===== src/rtl/sort_arbiter_pkg.sv =====
// ----------------------------------------------------------------------------
// sort_pkg
// Shared definitions for the time-shared four-element sorter:
//   DIGIT_DEFAULT - default element width
//   NSTEP         - number of compare-exchange steps per job
//   state_t       - one-hot FSM state encoding
//   PAIR_LO_SCHED - lower element index of the pair used at each step
//   pair_lo()     - schedule lookup by step number
// ----------------------------------------------------------------------------
package sort_pkg;

    localparam int DIGIT_DEFAULT = 4;
    localparam int NSTEP         = 6;

    typedef enum logic [2:0] {
        IDLE = 3'b001,
        SORT = 3'b010,
        DONE = 3'b100
    } state_t;

    // Lower index of the compared pair, step k at bits [2k +: 2].
    // Steps 0..5 use pairs (0,1) (1,2) (2,3) (0,1) (1,2) (0,1).
    localparam logic [2*NSTEP-1:0] PAIR_LO_SCHED = {
        2'd0, // step 5
        2'd1, // step 4
        2'd0, // step 3
        2'd2, // step 2
        2'd1, // step 1
        2'd0  // step 0
    };

    function automatic logic [1:0] pair_lo(input logic [2:0] step);
        logic [1:0] idx;
        idx = 2'd0;
        if (int'(step) < NSTEP)
            idx = PAIR_LO_SCHED[2*int'(step) +: 2];
        return idx;
    endfunction

endpackage


===== src/rtl/sort_arbiter_cmp_swap.sv =====
// ----------------------------------------------------------------------------
// cmp_swap
// Combinational unsigned compare-exchange of two elements.
//   a, b  in  DIGIT  operands (a is the lower-index element)
//   lo    out DIGIT  min(a, b)
//   hi    out DIGIT  max(a, b)
//   swap  out 1      a > b; equal operands never swap
// ----------------------------------------------------------------------------
module cmp_swap
    import sort_pkg::*;
#(
    parameter int DIGIT = DIGIT_DEFAULT
) (
    input  logic [DIGIT-1:0] a,
    input  logic [DIGIT-1:0] b,
    output logic [DIGIT-1:0] lo,
    output logic [DIGIT-1:0] hi,
    output logic             swap
);

    always_comb begin
        swap = (a > b);
        lo   = swap ? b : a;
        hi   = swap ? a : b;
    end

endmodule


===== src/rtl/sort_arbiter.sv =====
// ----------------------------------------------------------------------------
// sort_arbiter
// Two-requester sorting engine. A round-robin grant picks one job of four
// DIGIT-bit values, a fixed six-step compare-exchange schedule sorts it on a
// single cmp_swap unit, and the ascending result is returned with its
// requester id over a valid/ready handshake.
//   clock       in   rising-edge clock
//   reset       in   asynchronous active-high reset
//   req0_valid  in   requester 0 has a job
//   req0_x      in   requester 0 values, element k at [k*DIGIT +: DIGIT]
//   req0_ready  out  requester 0 accepted when high with req0_valid
//   req1_valid  in   requester 1 has a job
//   req1_x      in   requester 1 values, same packing
//   req1_ready  out  requester 1 accept strobe
//   out_valid   out  sorted result available
//   out_ready   in   consumer takes the result
//   out_s       out  sorted ascending, element 0 smallest
//   out_id      out  requester owning out_s
//   busy        out  high whenever the engine is not idle
// ----------------------------------------------------------------------------
module sort_arbiter
    import sort_pkg::*;
#(
    parameter int DIGIT = DIGIT_DEFAULT
) (
    input  logic               clock,
    input  logic               reset,
    input  logic               req0_valid,
    input  logic [4*DIGIT-1:0] req0_x,
    output logic               req0_ready,
    input  logic               req1_valid,
    input  logic [4*DIGIT-1:0] req1_x,
    output logic               req1_ready,
    output logic               out_valid,
    input  logic               out_ready,
    output logic [4*DIGIT-1:0] out_s,
    output logic               out_id,
    output logic               busy
);

    state_t             state;
    logic [2:0]         step;
    logic [DIGIT-1:0]   r [4];
    logic               last_grant;

    logic               grant;
    logic               accept;
    logic [4*DIGIT-1:0] sel_x;

    logic [1:0]         lo_idx;
    logic [1:0]         hi_idx;
    logic [DIGIT-1:0]   cs_a;
    logic [DIGIT-1:0]   cs_b;
    logic [DIGIT-1:0]   cs_lo;
    logic [DIGIT-1:0]   cs_hi;
    logic               cs_swap;

    // Round-robin: a lone requester wins outright; on a tie the one that was
    // not served last wins.
    always_comb begin
        grant = 1'b0;
        if (req0_valid && req1_valid)
            grant = ~last_grant;
        else if (req1_valid)
            grant = 1'b1;
    end

    assign req0_ready = (state == IDLE) && !grant;
    assign req1_ready = (state == IDLE) &&  grant;
    assign accept     = (req0_valid && req0_ready) || (req1_valid && req1_ready);
    assign sel_x      = grant ? req1_x : req0_x;

    // Single compare-swap unit, operands chosen by the step schedule.
    always_comb begin
        lo_idx = pair_lo(step);
        hi_idx = lo_idx + 2'd1;
        cs_a   = r[lo_idx];
        cs_b   = r[hi_idx];
    end

    cmp_swap #(
        .DIGIT(DIGIT)
    ) u_cmp_swap (
        .a    (cs_a),
        .b    (cs_b),
        .lo   (cs_lo),
        .hi   (cs_hi),
        .swap (cs_swap)
    );

    assign out_s = {r[3], r[2], r[1], r[0]};

    always_ff @(posedge clock or posedge reset) begin
        if (reset) begin
            state      <= IDLE;
            step       <= '0;
            for (int unsigned k = 0; k < 4; k++)
                r[k] <= '0;
            out_valid  <= 1'b0;
            out_id     <= 1'b0;
            last_grant <= 1'b1;
            busy       <= 1'b0;
        end else begin
            case (state)
                IDLE: begin
                    if (accept) begin
                        for (int unsigned k = 0; k < 4; k++)
                            r[k] <= sel_x[k*DIGIT +: DIGIT];
                        out_id     <= grant;
                        last_grant <= grant;
                        step       <= '0;
                        busy       <= 1'b1;
                        state      <= SORT;
                    end
                end
                SORT: begin
                    if (cs_swap) begin
                        r[lo_idx] <= cs_lo;
                        r[hi_idx] <= cs_hi;
                    end
                    if (step == 3'(NSTEP - 1)) begin
                        step      <= '0;
                        out_valid <= 1'b1;
                        state     <= DONE;
                    end else begin
                        step <= step + 3'd1;
                    end
                end
                DONE: begin
                    if (out_ready) begin
                        out_valid <= 1'b0;
                        busy      <= 1'b0;
                        state     <= IDLE;
                    end
                end
                default: begin
                    out_valid <= 1'b0;
                    busy      <= 1'b0;
                    step      <= '0;
                    state     <= IDLE;
                end
            endcase
        end
    end

endmodule


===== config.mk =====
export PLATFORM = sky130hd
export DESIGN_NAME = sort_arbiter
export DESIGN_NICKNAME = d
export VERILOG_FILES = /design/src/rtl/sort_arbiter_pkg.sv /design/src/rtl/sort_arbiter_cmp_swap.sv /design/src/rtl/sort_arbiter.sv
export SDC_FILE = /design/constraint.sdc
export NUM_CORES = 1
export LEC_CHECK = 0
export ABC_AREA = 1
export CORE_UTILIZATION = 45
export CTS_CLUSTER_SIZE = 40
export DETAILED_ROUTE_END_ITERATION = 16
export PLACE_DENSITY = 0.79
export SYNTH_ARGS = -nofsm -noshare
export SYNTH_HDL_FRONTEND = slang
export SYNTH_SLANG_ARGS = --single-unit

===== constraint.sdc =====
create_clock -name clock -period 2.8 [get_ports clock]
set_input_delay 0.56 -clock clock [delete_from_list [all_inputs] [get_ports clock]]
set_output_delay 0.56 -clock clock [all_outputs]
set_load 0.1 [all_outputs]

==> flow_metrics.tcl <==
set metrics [dict create \
    first_iter_violations 218 \
    ant_nets 0 \
    cts_root_buf "clkbuf_8" \
    layout_setup_ws_ns 0.03754 \
    status "finished clean" \
    row_count 25 \
    num_antenna_cells 0 \
    yosysTopAreaCellShare 0.2650 \
    synth.yosys.seq_area_share 0.2882 \
    drive_gt1_frac 0.2854 \
    synth_ff_type "dfrtp_1" \
    viasPerCell 5.402 \
    core_sq_um 4786 \
    setup_tns_ns 0 \
    synth_area_leaders "dfrtp_1 27%, nand2_1 19%, nand3_1 13%, inv_1 6.0%, nor2_1 4.8%" \
    synthDistinctLibCells 35 \
    max_cap_violations 0 \
    die_area_sq_um 5323 \
    clock_latency_ns 0.28 \
    antenna_found_initial 0 \
    numPortBuffers 57 \
    grt_pass1_vias 2341 \
    finalCriticalPeriod_ns 2.762 \
    setup_viol 0 \
    tritoncts "yes" \
    drcViolationCount 0 \
    synth_top_cell_by_area "dfrtp_1" \
    synthArstFlopShare 1.000 \
    synthTopCellsByCount "115 x nand2_1, 59 x nand3_1, 36 x inv_1" \
    worst_pin_slew_ns 0.5639 \
    grt-ovfl-total 0 \
    hp-class "reg2reg" \
    final_cells 505 \
    grt_pass1_wl_microns 11690 \
    drt-total-wl_microns 7761 \
    synth-edff-count 0 \
    syn_inst 352 \
    ctsLongestPathBuffers 2 \
    skew_ns 0.001908 \
    cts_buffers 3 \
    synth_area_sq_um 2266 \
    start_kind "flop" \
    wl_met2_microns 3578 \
    wl_met3_microns 449 \
    synth.avg_cell_area_sq_um 6.437 \
    synthesis.nets 395 \
    synth_most_common_cell "nand2_1" \
    clock_sinks 26 \
    grt_max_degree 27 \
    die_w_microns 72.96 \
    fillers 416 \
    final_nets 482 \
    path_class "reg2reg" \
    hold_viol 0 \
    path_max_fanout 6 \
    cts_htree_levels 1 \
    yosysWarnings 0 \
    highest_layer "met4" \
    rsz0062_at_grt "true" \
    critPathArrivalTime_ns 2.94 \
    vias 2728 \
    gp_congestion 0.9675 \
    cp.required_ns 2.98 \
    wl_met1_microns 3536 \
    grt.total_usage 0.2946 \
    endpoint_kind "flop" \
    cts.clk_slew.worst_paths_ns 0.09 \
    dr.pass1.iters 5 \
    synth_seq_cells 26 \
    start_util 0.4735 \
    finalCritPeriodShare 0.9866 \
    drv_slew 0 \
    boundaryPins 58 \
    hpwl_microns 5992 \
    rrSetupSlack_ns 0.04 \
    wire_per_inst_microns 15.37 \
    die_h_microns 72.96 \
    dp.cells 489 \
    slew_headroom 0.6206 \
    pre_cts_ws_ns 0.007534 \
    area_growth_pct 53.01 \
    fmax_ghz 0.3620 \
]
==> routing by layer <==
metal	track usage	vias up
li1	-	1333
met2	0.4663	115
met4	0.07843	0
met5	0	-
met1	0.4180	1264
met3	0.04696	16
==> final timing paths <==
check | from | end | cells past startpoint
max | step[2]$_DFFE_PP0P_ | out_s[9]$_DFFE_PP0P_ | 17
min | last_grant$_DFFE_PP1P_ | last_grant$_DFFE_PP1P_ | 2
max reg2reg | step[2]$_DFFE_PP0P_ | out_s[9]$_DFFE_PP0P_ | 17
min reg2reg | last_grant$_DFFE_PP1P_ | last_grant$_DFFE_PP1P_ | 2
max in group asynchronous | reset | state[0]$_DFFE_PP1P_ | 3
min in group asynchronous | reset | busy$_DFFE_PP0P_ | 3
==> through the flow <==
stage | cell area, sq um | hold WS [ns] | util
2_1_floorplan | 2292 | 0.4440 | -
3_3_place_gp | 3035 | 0.4541 | 0.6342
3_5_place_dp | 3035 | 0.4549 | 0.6342
4_1_cts | 3108 | 0.4695 | 0.6494
5_1_grt | 3467 | 0.4825 | 0.7244
6_report | 3467 | 0.4658 | 0.7244
==> kinds of logic (layout without fill, tap and decap cells) <==
family	Yosys count	in the layout	share of synthesized area
simple gates	231	233	0.4892
buf+inv	49	133	0.08227
compound gates	40	40	0.1071
flops	26	26	0.2882
fa+ha+maj	6	6	0.03313
==> state kept, by name, indices dropped and copies added, names as in the netlist <==
name and cells:
out_s 16, state 3, step 3, busy 1, last_grant 1, out_id 1, out_valid 1
==> layout make-up <==
class / instances / area [sq um] / share of cell area
clock buffer: 3 / 41.29 / 0.01191
clock inverter: 1 / 30.03 / 0.008661
inverter: 43 / 165.2 / 0.04764
multi-input combinational: 279 / 1720 / 0.4962
sequential: 26 / 654.4 / 0.1887
tap: 67 / 83.83 / 0.02418
timing repair buffer: 86 / 772.0 / 0.2227
==> layout by cell type (no fill, tap or decap), types with 12 or more instances in the layout <==
cell type	Yosys	routed
a21oi_1	13	12
buf_4	0	45
nand3_1	59	42
dfrtp_1	24	23
nand3_2	0	13
o21ai_0	15	12
nand2_1	115	107
nor2_1	29	20
clkdlybuf4s50_1	0	36
inv_1	36	34
==> what timing repair did <==
action / 4_1_cts / 5_1_grt
gates cloned: 0 / 2
hold buffers: 0 / 0
pin swaps: 0 / 19
gates resized for setup: 1 / 59
buffers inserted: 0 / 10
endpoints found under the setup margin: 4 / 16
==> critical path: stages (launching register included) <==
cell and delay [ns]:
dfrtp_1 0.44, inv_2 0.13, nand2_4 0.09, nand3_4 0.08, inv_4 0.04, ha_4 0.29
a21oi_2 0.03, a32o_2 0.27, ha_4 0.29, nand2_4 0.05, nor2_4 0.16, nand3_4 0.20
nand2_8 0.15, nand2_1 0.10, nand3_1 0.08, nand3_1 0.12, nand2_1 0.09, nand2_1 0.04
Power is not shown: default switching activity piles up to over one toggle a cycle in this logic, so the estimate is an artifact.
